**src/rtl/one2two_sync.sv**
```systemverilog
// rtl/one2two_sync.sv - framed 1-bit to 2-bit symbol receiver with sync-word lock FSM
// Sync word trails each payload; HUNT/CONFIRM/LOCK flywheels through isolated sync misses.
module one2two_sync #(
  parameter int                  SYNC_LEN     = 8,
  parameter logic [SYNC_LEN-1:0] SYNC_WORD    = 8'b1110_0100,
  parameter int                  PAYLOAD_BITS = 16,
  parameter int                  LOCK_CNT     = 3,
  parameter int                  UNLOCK_CNT   = 2
) (
  input  logic       clk,
  input  logic       reset,
  input  logic       in_data,
  output logic [1:0] out_data,
  output logic       out_valid,
  output logic       frame_start,
  output logic       locked,
  output logic       sync_err
);

  localparam int FRAME_BITS = SYNC_LEN + PAYLOAD_BITS;
  localparam int PW = $clog2(FRAME_BITS);
  localparam int HW = $clog2(LOCK_CNT + 1);
  localparam int MW = $clog2(UNLOCK_CNT + 1);

  localparam logic [PW-1:0] LAST_POS = PW'(FRAME_BITS - 1);
  localparam logic [PW-1:0] PAY_END  = PW'(PAYLOAD_BITS);
  localparam logic [PW-1:0] ONE_P    = PW'(1);
  localparam logic [HW-1:0] HIT_TGT  = HW'(LOCK_CNT);
  localparam logic [HW-1:0] ONE_H    = HW'(1);
  localparam logic [MW-1:0] MISS_TGT = MW'(UNLOCK_CNT);
  localparam logic [MW-1:0] ONE_M    = MW'(1);

  typedef enum logic [1:0] {HUNT, CONFIRM, LOCK} state_t;

  state_t              state, state_nxt;
  logic [PW-1:0]       pos, pos_nxt;
  logic [HW-1:0]       hit_cnt, hit_nxt;
  logic [MW-1:0]       miss_cnt, miss_nxt;
  logic                err_nxt;
  logic [SYNC_LEN-1:0] sr;
  logic [SYNC_LEN-1:0] win;
  logic                hit;
  logic                at_check;
  logic [PW-1:0]       pos_inc;
  logic                msb;
  logic                in_payload;
  logic                keep_lock;

  // Window includes the bit being sampled now so a hit acts on this very edge.
  assign win      = {sr[SYNC_LEN-2:0], in_data};
  assign hit      = (win == SYNC_WORD);
  assign at_check = (pos == LAST_POS);
  assign pos_inc  = at_check ? '0 : pos + ONE_P;

  always_ff @(posedge clk or negedge reset) begin
    if (!reset) begin
      state    <= HUNT;
      pos      <= '0;
      hit_cnt  <= '0;
      miss_cnt <= '0;
    end else begin
      state    <= state_nxt;
      pos      <= pos_nxt;
      hit_cnt  <= hit_nxt;
      miss_cnt <= miss_nxt;
    end
  end

  always_comb begin
    state_nxt = state;
    pos_nxt   = pos;
    hit_nxt   = hit_cnt;
    miss_nxt  = miss_cnt;
    err_nxt   = 1'b0;
    case (state)
      HUNT: begin
        if (hit) begin
          pos_nxt   = '0;
          hit_nxt   = ONE_H;
          miss_nxt  = '0;
          state_nxt = (LOCK_CNT == 1) ? LOCK : CONFIRM;
        end
      end
      CONFIRM: begin
        pos_nxt = pos_inc;
        if (at_check) begin
          if (hit) begin
            hit_nxt = hit_cnt + ONE_H;
            if (hit_nxt == HIT_TGT) begin
              state_nxt = LOCK;
              miss_nxt  = '0;
            end
          end else begin
            state_nxt = HUNT;
          end
        end
      end
      LOCK: begin
        pos_nxt = pos_inc;
        if (at_check) begin
          if (hit) begin
            miss_nxt = '0;
          end else begin
            miss_nxt = miss_cnt + ONE_M;
            err_nxt  = 1'b1;
            if (miss_nxt == MISS_TGT) state_nxt = HUNT;
          end
        end
      end
      default: state_nxt = HUNT;
    endcase
  end

  // Symbols only come out while lock holds across this edge; a half pair is dropped on exit.
  assign in_payload = (pos < PAY_END);
  assign keep_lock  = (state == LOCK) && (state_nxt == LOCK);

  always_ff @(posedge clk or negedge reset) begin
    if (!reset) begin
      sr          <= '0;
      msb         <= 1'b0;
      out_data    <= 2'b00;
      out_valid   <= 1'b0;
      frame_start <= 1'b0;
      sync_err    <= 1'b0;
    end else begin
      sr          <= win;
      out_valid   <= 1'b0;
      frame_start <= 1'b0;
      sync_err    <= err_nxt;
      if (keep_lock && in_payload) begin
        if (!pos[0]) begin
          msb <= in_data;
        end else begin
          out_data    <= {msb, in_data};
          out_valid   <= 1'b1;
          frame_start <= (pos == ONE_P);
        end
      end
    end
  end

  assign locked = (state == LOCK);

endmodule

```
**config.mk**
```make
export PLATFORM = sky130hd
export DESIGN_NAME = one2two_sync
export DESIGN_NICKNAME = d
export VERILOG_FILES = /design/src/rtl/one2two_sync.sv
export SDC_FILE = /design/constraint.sdc
export NUM_CORES = 1
export LEC_CHECK = 0
export CAP_MARGIN = 20
export CORE_UTILIZATION = 45
export CTS_CLUSTER_DIAMETER = 150
export CTS_CLUSTER_SIZE = 24
export DETAILED_ROUTE_END_ITERATION = 16
export HOLD_SLACK_MARGIN = 0.08
export PLACE_DENSITY = 0.77
export SLEW_MARGIN = 30
export SYNTH_ARGS = -nofsm -noshare
export SYNTH_HDL_FRONTEND = slang
export SYNTH_SLANG_ARGS = --single-unit
export TNS_END_PERCENT = 5
```
**constraint.sdc**
```tcl
create_clock -name clk -period 2.2 [get_ports clk]
set_clock_uncertainty 0.05 [all_clocks]
set_input_delay 0.44 -clock clk [delete_from_list [all_inputs] [get_ports clk]]
set_output_delay 0.44 -clock clk [all_outputs]
set_load 0.005 [all_outputs]
```
* Word level (Yosys, flattened, before mapping)
Index checks and enable logic that the tools add are counted.
** Storage, ports and cells
- Flip-flop bits (word level) :: 24
- Input port bits :: 3
- Output and inout bits :: 6
- Word-level logic and storage cells :: 69
** Cells by class
- $add $sub $neg :: 3
- $lt $le $gt $ge :: 1
- Equal/unequal tests :: 13
- Muxes and demuxes :: 29
- Bitwise gates (word level) :: 1
- Reductions and logical operators :: 12
** Operators with widths (count)
- $mux 2 :: 16
- $pmux 2 s3 :: 2
- $mux 5 :: 2
- $pmux 5 s2 :: 1
- $eq 2x2->1 const B :: 4
- $eq 8x8->1 const B :: 1
- $ne 2x2->1 const B :: 4
- $mux 1 :: 7
- $reduce_and 2->1 :: 3
- $reduce_and 6->1 :: 1
- $add 5x1->5 const B :: 1
- $eq 5x1->1 const B :: 1
- $eq 5x5->1 const B :: 1
- $lt 5x5->1 const B :: 1
- $add 2x1->2 const B :: 2
- $pmux 2 s2 :: 1
- $reduce_and 4->1 :: 1
- $reduce_bool 2->1 :: 2
- $reduce_bool 3->1 :: 1
- $eq 2x1->1 const B :: 1
- $logic_and 1x1->1 :: 2
- $logic_not 2->1 :: 1
- $ne 2x1->1 const B :: 1
- $reduce_or 2->1 :: 1
- $not 1->1 :: 1

* Depth between registers and ports, before layout
Gate-level depths: netlist (run 1).
- Word-level depth :: 10
- Depth in mapped cells :: 8

* Worst setup path before layout (run 1)
OpenSTA, ideal clock, no wires.
- Kind :: register -> register
- Start :: reg pos[0]
- End :: reg out_data[0]
- Arrival :: 1.995 ns
- Data required time :: 2.023 ns
- Setup slack :: 0.028 ns
- Stages on the path, launching flop included :: 7
- Path through :: dfrtp_1 ha_1 nand4b_4 o41a_1 a211oi_2 nand3_2 mux2_1
** On the way
- Word-level cells in the longest chain between the ends :: 7
- Elaborated cells between the ends (all ways) :: 9
- Classes of those cells :: order compare (1); eq/ne (2); mux (3); reduce/logical (3)
** Ends and longest elaborated chain
- start: declaration :: line 36 : logic [PW-1:0] pos, pos_nxt;
- start signal: assignment :: line 63 : pos <= pos_nxt;
- $eq 5x5->1 :: line 52 : assign at_check = (pos == LAST_POS);
- $mux 2 (on tied branches) :: line 100, 86
- $pmux 2 s3 :: line 75 : case (state)
- $eq 2x2->1 :: line 116 : assign keep_lock = (state == LOCK) && (state_nxt == LOCK);
- $logic_and 1x1->1 :: line 116
- $logic_and 1x1->1 :: line 131 : if (keep_lock && in_payload) begin
- $reduce_and 2->1 (no line) (*)
- end signal: assignment :: line 135 : out_data <= {msb, in_data};
- end: declaration :: line 13 : output logic [1:0] out_data,
Every way passes the cells marked *; elsewhere a longest branch is shown, timed or not.
A chain may end at the register's enable or synchronous reset.

* Final worst setup path (run 1)
- Start :: in in_data
- End :: reg out_data[1]
** On the way
- Word-level cells in the longest chain between the ends :: 8
- Elaborated cells between the ends (all ways) :: 11
- Classes of those cells :: eq/ne (2); mux (6); reduce/logical (3)
** Ends and longest elaborated chain
- start: declaration :: line 12 : input logic in_data,
- $eq 8x8->1 (*) :: line 51 : assign hit = (win == SYNC_WORD);
- $mux 2 (on tied branches) :: line 101, 87
- $mux 2 (on tied branches) :: line 100, 86
- $pmux 2 s3 (*) :: line 75
- $eq 2x2->1 (*) :: line 116
- $logic_and 1x1->1 (*) :: line 116
- $logic_and 1x1->1 (*) :: line 131
- $reduce_and 2->1 (no line) (*)
Marked as above.

==> impl_metrics.csv, run 1 <==
group,metric,value,unit
global_route,grt_start_max_net_pins,25,
setup_path,regToRegSetupSlack,130,ps
floorplanning,start_util,48.6,%
floorplanning,die_y,54.2,µm
setup_path,crit_type,"in2reg",
clock_network,path_clk_slew,130,ps
final_layout,nFillCells,230,
clock_network,cts_buffers,3,
setup_path,crit_fanout,4,
routing,detail-route-antenna-nets,0,
routing,drc,0,
routing,firstDrtPassIters,4,
floorplanning,fp-row-count,18,
clock_network,cts_max_level,1,
placed_design,dp_hpwl,1.87,mm
synth,synth_commonest_cells,"dfrtp_1 (24), nand2_1 (13), inv_1 (9)",
clock_network,clock_path_buffers,2,
timing,finalHoldViolCount,0,
synth,yosysMostFrequentCell,"dfrtp_1",
setup_path,crit_slowest_cell,"o41a_1",
power,leakagePower,0.713,nW
setup_path,endpoint_kind,"flop",
synth,synth_seq_cells,24,
setup_path,cpPeakStageDelay,470,ps
timing,slew_violations,0,
routing,wl_met1,1.07,mm
setup_path,critPathLaunch,"in_data",
synth,ys_warn_count,0,
setup_path,r2r-end,"out_data[1]",
floorplanning,boundaryPins,9,
timing,tightest_slew,444,ps
global_route,first_global_vias,890,
global_route,grt_pass1_wl,4.04,mm
power,ir_drop,0.000740,V
run_status,status,"completed",
timing,clock.fmax,0.473,GHz
synth,synthArstFlopShare,100,%
routing,wl_per_cell,14.8,µm
routing,vias,956,
synth,syn_avg_cell_area,10.7,µm²
clock_network,cts-root-buf,"clkbuf_4",
floorplanning,core_region_area,2520,µm²
routing,met2WireLength,1.27,mm
setup_path,start_kind,"input port",
synth,yosysSeqAreaShare,49.0,%
power,powerDensity,1020,nW/µm²
routing,wl_met3,94,µm
power,power,1.53,mW
setup_path,endpoint,"out_data[1]",
final_layout,antennaDiodeCount,0,
routing,drt_iter0_drc,29,
timing,setup-tns-final,0,ps
routing,top_layer,"met4",
final_layout,nets,149,
setup_path,worstPathCellList,"clkdlybuf4s50_1 > nand4bb_4 > o41a_1 > a211oi_2 > nand3_2 > mux2_1",
setup_path,worstPathRequired,2370,ps
synth,synth.area.top_cells,"dfrtp_1 (49%), ha_1 (8.2%), nand2_1 (4.0%), o21ai_0 (3.3%), inv_1 (2.8%)",
synth,synth-edff-count,0,
setup_path,r2r_start,"pos[1]",
timing,slew-limit-headroom,70.1,%
timing,timing.final.crit_share,96.2,%
timing,holdWs,344,ps
synth,synth_top_cell_by_area,"dfrtp_1",
clock_network,cts_tree,"yes",
setup_path,arrival,2290,ps
final_layout,final_cell_area,1500,µm²
setup_path,reg2reg_depth,7,
synth,netlist_instances,115,
floorplanning,dieArea,2940,µm²
timing,setup_viol,0,
final_layout,syn2layout_area_growth,22.6,%
synth,netlist.area_leader.share,49.0,%
clock_network,clk_latency,320,ps
placed_design,port_buffers,8,
floorplanning,die_w,54.2,µm
global_route,antenna_found_initial,0,
routing,via_per_inst,5.72,
job,maxCapViolations,0,
global_route,grt_overflow,0,
min_path,min-delay-path-class,"reg2reg",
placed_design,placed_area,1420,µm²
clock_network,clock-sinks,24,
synth,synth_cell_types,36,
timing,finalCriticalPeriod,2120,ps
routing,wirelength,2.47,mm
global_route,grtUsageTotal,20.1,%
timing,rsz0062_at_grt,"false",
synth,synth_fp_nets,126,
synth,ys.flop_type,"dfrtp_1",
synth,syn-cell-area,1230,µm²
final_layout,drive_gt1_share,21.2,%
placed_design,gp_congestion,0.932,
==> layout by cell type (no fill, tap or decap), types with 2 or more instances in the layout <==
master	instances
o31ai_1	2
nand4_1	2
clkbuf_4	3
mux2i_1	2
nand2_1	13
nand3_1	2
dfrtp_1	24
inv_1	9
o21ai_0	8
buf_4	13
a21oi_1	5
a22oi_1	2
ha_1	6
nor2_1	6
ha_2	2
a22o_1	3
clkdlybuf4s50_1	8
nor3_1	3
nand3b_1	3
==> stage by stage <==
stage                     instances  worst slack, ps  util, %
after floorplan                 115             27.6        -
after global placement          162             -299     56.2
after detailed placement        162             -343     56.2
after CTS                       166             4.87     58.3
after global routing            167             6.25     59.6
final                           167             83.6     59.6
==> power by group <==
group	internal (mW)	switching (mW)
Clock	0.184	0.137
Sequential	0.528	0.0890
Combinational	0.303	0.287
Total	1.02	0.513
==> repair_timing <==
action                     in CTS  in global routing
setup endpoints to repair       0                  3
gates resized for setup         0                  4
buffers inserted                0                  1
hold buffers                    0                  0
==> critical path, delay by kind of cell <==
family | cells | cell delay (ps)
AO/OA/AOI/OAI | 2 | 710
AND/OR/NAND/NOR | 2 | 400
multiplexers | 1 | 330
buffers and inverters | 1 | 420
==> layout make-up <==
cell class | count | area, µm² | area share [%]
clock buffer | 3 | 22.5 | 1.50
tap | 30 | 37.5 | 2.50
sequential | 24 | 601 | 40.0
clock inverter | 1 | 30.0 | 2.00
multi-input combinational | 79 | 601 | 40.0
inverter | 9 | 33.8 | 2.25
timing repair buffer | 21 | 178 | 11.8
==> logic make-up (layout without fill, tap and decap cells) <==
family	count (synthesis)	count (layout)	synth area share (%)
mux	5	5	4.39
fa+ha+maj	8	8	8.16
compound gates	25	25	13.6
flops	24	24	49.0
simple gates	41	41	20.8
buf+inv	12	34	4.08
==> sequential cells by signal (all words and copies together) (netlist names) <==
name / flops
out_data: 2
state: 2
sr: 7
out_valid: 1
frame_start: 1
miss_cnt: 2
hit_cnt: 2
msb: 1
pos: 5
sync_err: 1
==> metal layers <==
metal | track usage [%] | vias up
met5 | 0 | -
met4 | 6.41 | 0
met3 | 5.08 | 4
met2 | 33.7 | 17
met1 | 24.9 | 478
li1 | - | 457
==> how the worst min path moves through the flow <==
stage	start	depth (start not counted)	to	slack (ps)
after floorplan	reset	0	frame_start	90
after global placement	sr[0]	0	sr[1]	300
after detailed placement	sr[0]	0	sr[1]	310
after CTS	sr[0]	0	sr[1]	340
after global routing	sr[1]	0	sr[2]	360
final	sr[2]	0	sr[3]	340
Note: power is estimated with default switching activity, not from simulation.
==> run 2: changes to the inputs <==
CORE_MARGIN = 3   (was default)
==> run 2 against run 1 <==
Final area decreased by 0.42%. Clock power decreased by 28%. Sequential share of layout area increased by 0.17 points. Register-to-register slack got worse by 30 ps. Critical endpoint is now out_data[0]. Non-clock buffer count increased by 4.
==> impl_metrics.csv, run 2 (synthesis gave the netlist of run 1 again) <==
group,metric,value,unit
routing,drc,0,
routing,drt_iter0_drc,35,
timing,finalHoldViolCount,0,
routing,via_per_inst,5.63,
timing,timing.final.crit_share,98.5,%
clock_network,clock-sinks,24,
floorplanning,die_y,58.2,µm
final_layout,layout_commonest_cell,"dfrtp_1",
routing,detail-route-antenna-nets,0,
clock_network,cts_max_level,1,
setup_path,start_kind,"input port",
final_layout,register_area,601,µm²
setup_path,crit_type,"in2reg",
routing,vias,962,
floorplanning,dieArea,3390,µm²
timing,clock.fmax,0.461,GHz
routing,wl_per_cell,15.0,µm
final_layout,largestRegisters,"sr x7, pos x5",
final_layout,antennaDiodeCount,0,
setup_path,worstPathRequired,2360,ps
final_layout,final_cell_area,1500,µm²
floorplanning,core_region_area,2540,µm²
placed_design,dpl.cell_count,165,
setup_path,critPathLaunch,"in_data",
placed_design,port_buffers,8,
global_route,first_global_vias,945,
min_path,worstHoldStart,"sr[2]",
final_layout,largest_reg_flops,7,
floorplanning,start_util,48.2,%
final_layout,final_cell_mix,"dfrtp_1 (24), buf_4 (17), nand2_1 (13), inv_1 (9)",
clock_network,cts-root-buf,"clkbuf_4",
final_layout,finalNonFillerCells,171,
global_route,antenna_found_initial,0,
run_status,status,"completed",
final_layout,drive_gt1_share,22.0,%
floorplanning,fp-row-count,18,
clock_network,postCtsHoldBufs,0,
timing,rsz0062_at_grt,"true",
clock_network,cts_tree,"yes",
power,power,1.46,mW
floorplanning,boundaryPins,9,
global_route,grt_overflow,0,
clock_network,clock_path_buffers,2,
power,powerDensity,978,nW/µm²
global_route,grt_pass1_wl,4.22,mm
routing,firstDrtPassIters,4,
timing,slew-limit-headroom,69.4,%
global_route,grt_start_max_net_pins,25,
floorplanning,die_w,58.2,µm
final_layout,utilization,58.8,%
power,leakagePower,0.718,nW
setup_path,r2r_start,"state[0]",
setup_path,crit_fanout,3,
power,ir_drop,0.000736,V
final_layout,largest_register,"sr",
setup_path,endpoint_kind,"flop",
final_layout,nets,153,
timing,finalCriticalPeriod,2170,ps
clock_network,path_clk_slew,130,ps
final_layout,nFillCells,217,
timing,setup-tns-final,0,ps
timing,setup_viol,0,
placed_design,gp_congestion,0.900,
placed_design,placed_area,1440,µm²
final_layout,multi_input_area,581,µm²
timing,tightest_slew,454,ps
min_path,min-delay-path-class,"reg2reg",
clock_network,cts_buffers,3,
setup_path,arrival,2330,ps
routing,wirelength,2.57,mm
clock_network,clk_latency,310,ps
timing,slew_violations,0,
global_route,grtUsageTotal,16.5,%
final_layout,syn2layout_area_growth,22.0,%
job,maxCapViolations,0,
placed_design,dp_hpwl,2.01,mm
## run 2: timing repair
action,4_1_cts,5_1_grt
buffers inserted,0,2
setup endpoints to repair,0,3
resized for setup,0,2
## run 2: final cells by class
| type | instances | share of cell area (%) |
|---|---|---|
| Clock buffer | 4 | 2.42 |
| Inverter | 9 | 2.26 |
| Multi-Input combinational cell | 79 | 38.8 |
| Sequential cell | 24 | 40.1 |
| Tap cell | 30 | 2.51 |
| Timing Repair Buffer | 25 | 13.9 |
## run 2: per-stage QoR
stage | hold WS (ps) | worst slack, ps
after CTS | 338 | 2.20
after detailed placement | 309 | -345
final | 334 | 32.0
after global routing | 345 | -21.6
after global placement | 302 | -235
after floorplan | 94.4 | 27.6
## run 2: per-layer routing
metal	vias up	GRT usage (%)	part of all wire [%]
met2	22	26.1	50
met4	0	7.28	2.0
met3	4	4.90	4.7
met1	471	20.9	44
met5	-	0	0
li1	465	-	-
## run 2: path summary, 6_finish.rpt
path / slack (ps) / depth (start not counted) / to
setup / recovery: 30 / 6 / out_data[0]
hold / removal: 330 / 0 / sr[3]
setup reg to reg: 100 / 6 / out_data[0]
hold reg to reg: 330 / 0 / sr[3]
max in group asynchronous: 1460 / 2 / hit_cnt[0]
min in group asynchronous: 410 / 2 / sr[0]
## run 2: critical path, stage by stage
cell and delay [ps]:
clkdlybuf4s50_1 440, nand4bb_1 230, o41a_1 480, a211oi_2 250, nand3_2 140, mux2_1 340
## run 2: where the power goes
group | switching [mW] | internal (mW)
Sequential | 0.0636 | 0.528
Clock | 0.129 | 0.101
Combinational | 0.319 | 0.323
Total | 0.512 | 0.952
